--- config.mk ---
export PLATFORM = sky130hd
export DESIGN_NAME = rtc_write_ctrl
export DESIGN_NICKNAME = d
export VERILOG_FILES = /design/src/rtl/rtc_bus_pkg.sv /design/src/rtl/rtc_bus_phase_timer.sv /design/src/rtl/rtc_write_ctrl.sv
export SDC_FILE = /design/constraint.sdc
export NUM_CORES = 1
export LEC_CHECK = 0
export BUFFER_PORTS_ARGS = -buffer_cell sky130_fd_sc_hd__buf_2
export CAP_MARGIN = 15
export CORE_ASPECT_RATIO = 1.75
export CORE_MARGIN = 2
export CORE_UTILIZATION = 50
export DETAILED_ROUTE_END_ITERATION = 10
export PLACE_DENSITY = 0.81
export SYNTH_ARGS = -nofsm -noshare
export SYNTH_HDL_FRONTEND = slang
export SYNTH_SLANG_ARGS = --single-unit
--- constraint.sdc ---
create_clock -name clk -period 2.9 [get_ports clk]
set_clock_uncertainty 0.2 [all_clocks]
set_input_delay 0 -clock clk [delete_from_list [all_inputs] [get_ports clk]]
set_output_delay 0 -clock clk [all_outputs]
set_load 0.02 [all_outputs]
--- src/rtl/rtc_bus_pkg.sv ---
// Shared constants for the RTC multiplexed AD bus: strobe encodings, bit positions
// and the write-sequencer phase enum. The read sequencer is expected to import these too.
package rtc_bus_pkg;

    localparam int CNT_W = 6;

    // control = {cs_n, a_d, rd_n, wr_n}
    localparam int CS_BIT = 3;
    localparam int AD_BIT = 2;
    localparam int RD_BIT = 1;
    localparam int WR_BIT = 0;

    localparam logic [3:0] CTRL_IDLE     = 4'b1111;
    localparam logic [3:0] CTRL_A_SETUP  = 4'b0011;
    localparam logic [3:0] CTRL_A_STROBE = 4'b0010;
    localparam logic [3:0] CTRL_D_SETUP  = 4'b0111;
    localparam logic [3:0] CTRL_D_STROBE = 4'b0110;

    // Encoding order matters: the phase sequence is walked by incrementing the state.
    typedef enum logic [3:0] {
        ST_IDLE     = 4'd0,
        ST_A_SETUP  = 4'd1,
        ST_A_STROBE = 4'd2,
        ST_A_HOLD   = 4'd3,
        ST_GAP      = 4'd4,
        ST_D_SETUP  = 4'd5,
        ST_D_STROBE = 4'd6,
        ST_D_HOLD   = 4'd7,
        ST_DONE     = 4'd8
    } rtc_wr_state_t;

endpackage

--- src/rtl/rtc_bus_phase_timer.sv ---
// Loadable down-counter timing one bus phase; expire is high in the phase's last cycle.
module rtc_bus_phase_timer
    import rtc_bus_pkg::*;
(
    input  logic             clk,
    input  logic             reset,
    input  logic             load,
    input  logic [CNT_W-1:0] load_val,
    output logic             expire
);

    logic [CNT_W-1:0] count;

    always_ff @(posedge clk) begin
        if (!reset) begin
            count <= '0;
        end else if (load) begin
            count <= load_val;
        end else if (count != '0) begin
            count <= count - 1'b1;
        end
    end

    assign expire = (count == '0);

endmodule

--- src/rtl/rtc_write_ctrl.sv ---
// Write sequencer for the RTC AD bus: address cycle, idle gap, data cycle, done pulse.
// All bus outputs are registered from the next-state decode.
module rtc_write_ctrl
    import rtc_bus_pkg::*;
#(
    parameter int T_SETUP  = 2,
    parameter int T_STROBE = 6,
    parameter int T_HOLD   = 2,
    parameter int T_GAP    = 12
) (
    input  logic       clk,
    input  logic       reset,
    input  logic       start,
    input  logic       bus_grant,
    input  logic [7:0] wr_addr,
    input  logic [7:0] wr_data,
    output logic [3:0] control,
    output logic [7:0] ad_out,
    output logic       ad_oe,
    output logic       busy,
    output logic       done
);

    rtc_wr_state_t    state, state_next;
    logic [7:0]       addr_q, data_q, addr_src;
    logic             accept, expire, load;
    logic [CNT_W-1:0] load_val;
    logic [3:0]       ctrl_d;
    logic [7:0]       ad_d;
    logic             oe_d, busy_d, done_d;

    function automatic int phase_len(rtc_wr_state_t s);
        case (s)
            ST_A_SETUP, ST_D_SETUP:   return T_SETUP;
            ST_A_STROBE, ST_D_STROBE: return T_STROBE;
            ST_A_HOLD, ST_D_HOLD:     return T_HOLD;
            ST_GAP:                   return T_GAP;
            default:                  return 1;
        endcase
    endfunction

    // First phase at or after s with a nonzero length; zero-length phases cost no cycle.
    function automatic rtc_wr_state_t skip_from(rtc_wr_state_t s);
        rtc_wr_state_t r = s;
        for (int i = 0; i < 8; i++) begin
            if (r != ST_DONE && phase_len(r) == 0) r = rtc_wr_state_t'(r + 4'd1);
        end
        return r;
    endfunction

    assign accept = (state == ST_IDLE) && start && bus_grant;

    always_comb begin
        state_next = state;
        case (state)
            ST_IDLE: if (accept) state_next = skip_from(ST_A_SETUP);
            ST_DONE: state_next = ST_IDLE;
            default: if (expire) state_next = skip_from(rtc_wr_state_t'(state + 4'd1));
        endcase
    end

    assign load     = (state_next != state);
    assign load_val = CNT_W'(phase_len(state_next) - 1);

    rtc_bus_phase_timer u_timer (
        .clk      (clk),
        .reset    (reset),
        .load     (load),
        .load_val (load_val),
        .expire   (expire)
    );

    // On the accept edge the address latch is not yet loaded, so drive straight from the input.
    assign addr_src = accept ? wr_addr : addr_q;

    always_comb begin
        ctrl_d = CTRL_IDLE;
        ad_d   = '0;
        oe_d   = 1'b0;
        busy_d = 1'b0;
        done_d = 1'b0;
        case (state_next)
            ST_A_SETUP, ST_A_HOLD: begin
                ctrl_d = CTRL_A_SETUP;  ad_d = addr_src; oe_d = 1'b1; busy_d = 1'b1;
            end
            ST_A_STROBE: begin
                ctrl_d = CTRL_A_STROBE; ad_d = addr_src; oe_d = 1'b1; busy_d = 1'b1;
            end
            ST_GAP: busy_d = 1'b1;
            ST_D_SETUP, ST_D_HOLD: begin
                ctrl_d = CTRL_D_SETUP;  ad_d = data_q;   oe_d = 1'b1; busy_d = 1'b1;
            end
            ST_D_STROBE: begin
                ctrl_d = CTRL_D_STROBE; ad_d = data_q;   oe_d = 1'b1; busy_d = 1'b1;
            end
            ST_DONE: done_d = 1'b1;
            default: ;
        endcase
    end

    always_ff @(posedge clk) begin
        if (!reset) begin
            state   <= ST_IDLE;
            addr_q  <= '0;
            data_q  <= '0;
            control <= CTRL_IDLE;
            ad_out  <= '0;
            ad_oe   <= 1'b0;
            busy    <= 1'b0;
            done    <= 1'b0;
        end else begin
            state   <= state_next;
            if (accept) begin
                addr_q <= wr_addr;
                data_q <= wr_data;
            end
            control <= ctrl_d;
            ad_out  <= ad_d;
            ad_oe   <= oe_d;
            busy    <= busy_d;
            done    <= done_d;
        end
    end

endmodule

==> impl_metrics.env <==
export IMPL_peakVddDrop_uv=642
export IMPL_end_kind="flop"
export IMPL_cts_inserted_buffers=5
export IMPL_min_period_ps=2550
export IMPL_clock_latency_ps=290
export IMPL_r2r_end="ad_out[5]"
export IMPL_multi_input_comb_area_sq_um=825
export IMPL_synth_top_family_by_area="simple AND/OR/NAND/NOR gates"
export IMPL_critical_path_top_delay_family="compound AO/OA/AOI/OAI gates"
export IMPL_synthesis_area_sq_mm=0.00170
export IMPL_fp_row_count=28
export IMPL_worstPathRequired_ps=2930
export IMPL_cts_sinks=40
export IMPL_hpwlAfterDp_um=2700
export IMPL_switching_power_mw=0.696
export IMPL_sequentialPowerShare=0.371
export IMPL_h_tree_depth=2
export IMPL_antenna_found_initial=0
export IMPL_drt_initial_drc_count=30
export IMPL_synth_compound_area_frac=0.208
export IMPL_crit_arrival_ps=2580
export IMPL_grt_ovfl_total=0
export IMPL_root_buffer="clkbuf_8"
export IMPL_power_leakage_nw=0.908
export IMPL_place_area_sq_mm=0.00190
export IMPL_core_region_area_sq_mm=0.00333
export IMPL_syn2layout_area_growth_pct=28.1
export IMPL_drv_cap=0
export IMPL_ff_latch_area_sq_um=801
export IMPL_clock_fmax_mhz=393
export IMPL_die_w_um=48.0
export IMPL_r2r_slack_ps=350
export IMPL_rr_startpoint="state[0]"
export IMPL_port_buffers=33
export IMPL_stdcell_area_sq_mm=0.00217
export IMPL_rr_worst_depth=7
export IMPL_combPwrFrac=0.400
export IMPL_detail_route_wl_per_cell_um=13.1
export IMPL_fin_crit_sh=0.878
export IMPL_grt_max_degree=22
export IMPL_drt_wl_total_um=3650
export IMPL_ys_seq_elements=40
export IMPL_maxSlewViolCount=0
export IMPL_drc_errors=0
export IMPL_cp_slowest_stage_delay_ps=460
export IMPL_power_density_mw_per_mm2=875
export IMPL_cts_tree="done"
export IMPL_synthXorXnorAreaFrac=0.0206
export IMPL_final_fill_count=286
export IMPL_synth_cell_types=41
export IMPL_swShare=0.366
export IMPL_die_h_um=81.1
export IMPL_cp_num_cells=7
export IMPL_internal_power_mw=1.21
export IMPL_min_path_type="in -> reg"
export IMPL_synth_simple_area_share=0.221
export IMPL_ys_warn_count=0
export IMPL_grt_pass1_wl_um=6080
export IMPL_fin_setup_tns_ps=0
export IMPL_n_antenna_cell=0
export IMPL_rsz0062_at_grt="false"
export IMPL_ctsResizeCount=0
export IMPL_hold_viol=0
export IMPL_fin_util=0.653
export IMPL_slew_headroom=0.583
export IMPL_synth_avg_cell_area_sq_um=9.48
export IMPL_synthCells=179
export IMPL_cp_max_fo=8
export IMPL_place_inst=253
export IMPL_setup_viol=0
export IMPL_grt_pass1_vias=1451
export IMPL_ant_nets=0
export IMPL_start_util=0.510
export IMPL_clk_pin_slew_ps=70
export IMPL_crit_end="ad_out[5]"
export IMPL_ys_seq_area_frac=0.472
export IMPL_nets=255
export IMPL_first_pass_iters=4
export IMPL_p_clk_frac=0.228
export IMPL_gp_congestion=0.893
export IMPL_grt_use_total=0.226
export IMPL_startpoint_type="flop"
export IMPL_crit_start="state[0]"
export IMPL_viasPerCell=5.15
export IMPL_cts_max_path_buffers=2
export IMPL_status="complete, no violations"
export IMPL_slowest_stage="a211oi_4"
export IMPL_muxShareOfSynthArea=0.0125
export IMPL_drive_gt1_frac=0.262
export IMPL_crit_buf_inv=1
export IMPL_synth_nets=202
export IMPL_path_cells="inv_1, ha_1, or2b_1, nand2_1, o211a_1, a211oi_4, a22o_1"
export IMPL_io_pins=35
export IMPL_instances_no_fill=278
export IMPL_vias=1432
export IMPL_synthAdderAreaFrac=0.0221
export IMPL_dieArea_sq_mm=0.00389
export IMPL_critPathKind="reg -> reg"
export IMPL_worst_pin_slew_ps=625
## state kept, by name (all words and copies together) (netlist names)
register	cells
ad_oe	1
ad_out	8
addr_q	8
busy	1
control	3
data_q	8
done	1
state	4
u_timer.count	6
## stage by stage
step	setup WS, ps	total power, mW	hold WS [ps]
3_3_place_gp	426	1.45	40.1
5_1_grt	211	2.03	50.1
4_1_cts	372	1.92	20.1
6_report	353	1.90	23.8
2_1_floorplan	713	1.31	-138
3_5_place_dp	393	1.46	46.5
## tightest hold or removal path: cells and delay by family
kind / cells / cell delay (ps)
buffers and inverters: 2 / 280
and+or+nand+nor: 2 / 140
AOI/OAI and AO/OA: 1 / 50
## synth_stat cells
cell type / count / area [sq um]
or4_4: 1 / 11.3
or2b_1: 1 / 7.51
nor3b_1: 3 / 22.5
buf_2: 1 / 5.00
o22ai_2: 1 / 12.5
a22o_2: 1 / 10.0
a21o_2: 1 / 8.76
inv_1: 7 / 26.3
o2111ai_1: 1 / 8.76
and4b_1: 1 / 10.0
a22o_1: 8 / 70.1
a311o_1: 1 / 10.0
nand2_1: 43 / 161
a311o_2: 1 / 11.3
o21ai_2: 2 / 17.5
nor3b_2: 1 / 12.5
or3b_1: 1 / 8.76
dfxtp_1: 40 / 801
o221ai_4: 1 / 26.3
nand3_1: 4 / 20.0
buf_4: 2 / 15.0
conb_1: 1 / 3.75
nand3_4: 1 / 17.5
clkbuf_8: 1 / 13.8
nor3_2: 1 / 10.0
or3b_4: 1 / 11.3
o211ai_4: 1 / 21.3
clkbuf_1: 3 / 11.3
mux2_2: 1 / 11.3
a211oi_4: 2 / 40.0
nor2_1: 8 / 30.0
mux2i_1: 1 / 10.0
nor3_1: 2 / 10.0
xnor2_1: 3 / 26.3
or3_4: 2 / 22.5
ha_1: 3 / 37.5
a31oi_1: 1 / 6.26
a21oi_1: 20 / 100
nand4_1: 3 / 18.8
o211a_1: 1 / 10.0
xor2_1: 1 / 8.76
## routing by layer
metal,global-route usage,routed length (um),vias to the layer above
met1,0.223,1310,663
met4,0.124,121,0
met2,0.401,2110,32
met5,0,0,-
met3,0.0489,101,11
li1,-,-,726
## kinds of logic after synthesis
group / after synthesis
XOR/XNOR: 4
multiplexers: 2
AO/OA/AOI/OAI: 42
AND/OR/NAND/NOR: 73
adder cells (fa/ha/maj): 3
buffers and inverters: 14
flip-flops: 40
other: 1
## cell type report
| type | instances | share of cell area |
|---|---|---|
| Clock buffer | 6 | 0.0334 |
| Tap cell | 45 | 0.0259 |
| Sequential cell | 40 | 0.368 |
| Clock inverter | 2 | 0.0161 |
| Inverter | 7 | 0.0121 |
| Multi-Input combinational cell | 125 | 0.379 |
| Timing Repair Buffer | 53 | 0.165 |
## power by group through the flow
stage	logic, mW	clock network [mW]	registers, mW
2_1_floorplan	0.559	0	0.749
3_3_place_gp	0.730	0	0.718
3_5_place_dp	0.741	0	0.719
4_1_cts	0.765	0.446	0.707
5_1_grt	0.844	0.466	0.719
6_report	0.762	0.434	0.706
## placed cells by master, fill, tap and decap left out, types with 4 or more instances in the layout
cell | Yosys | final
dfxtp_1 | 40 | 40
nand2_1 | 43 | 43
nor2_1 | 8 | 8
a22o_1 | 8 | 8
dlygate4sd3_1 | 0 | 17
inv_1 | 7 | 7
nand3_1 | 4 | 4
clkbuf_8 | 1 | 5
buf_2 | 1 | 33
a21oi_1 | 20 | 20
## repair_timing
item,4_1_cts,5_1_grt
endpoints found under the setup margin,0,0
endpoints found under the hold margin,34,0
setup buffers,0,0
hold buffers,17,0
## worst min path at each step
stage,startpoint,to,slack (ps),cells past startpoint
floorplan,reset,control[2],-140,1
global placement,wr_data[7],data_q[7],40,3
detailed placement,wr_data[4],data_q[4],50,3
CTS,start,data_q[0],20,5
global route,start,data_q[2],50,5
finish,start,data_q[0],20,5
Note: power is estimated with default switching activity, not from simulation.
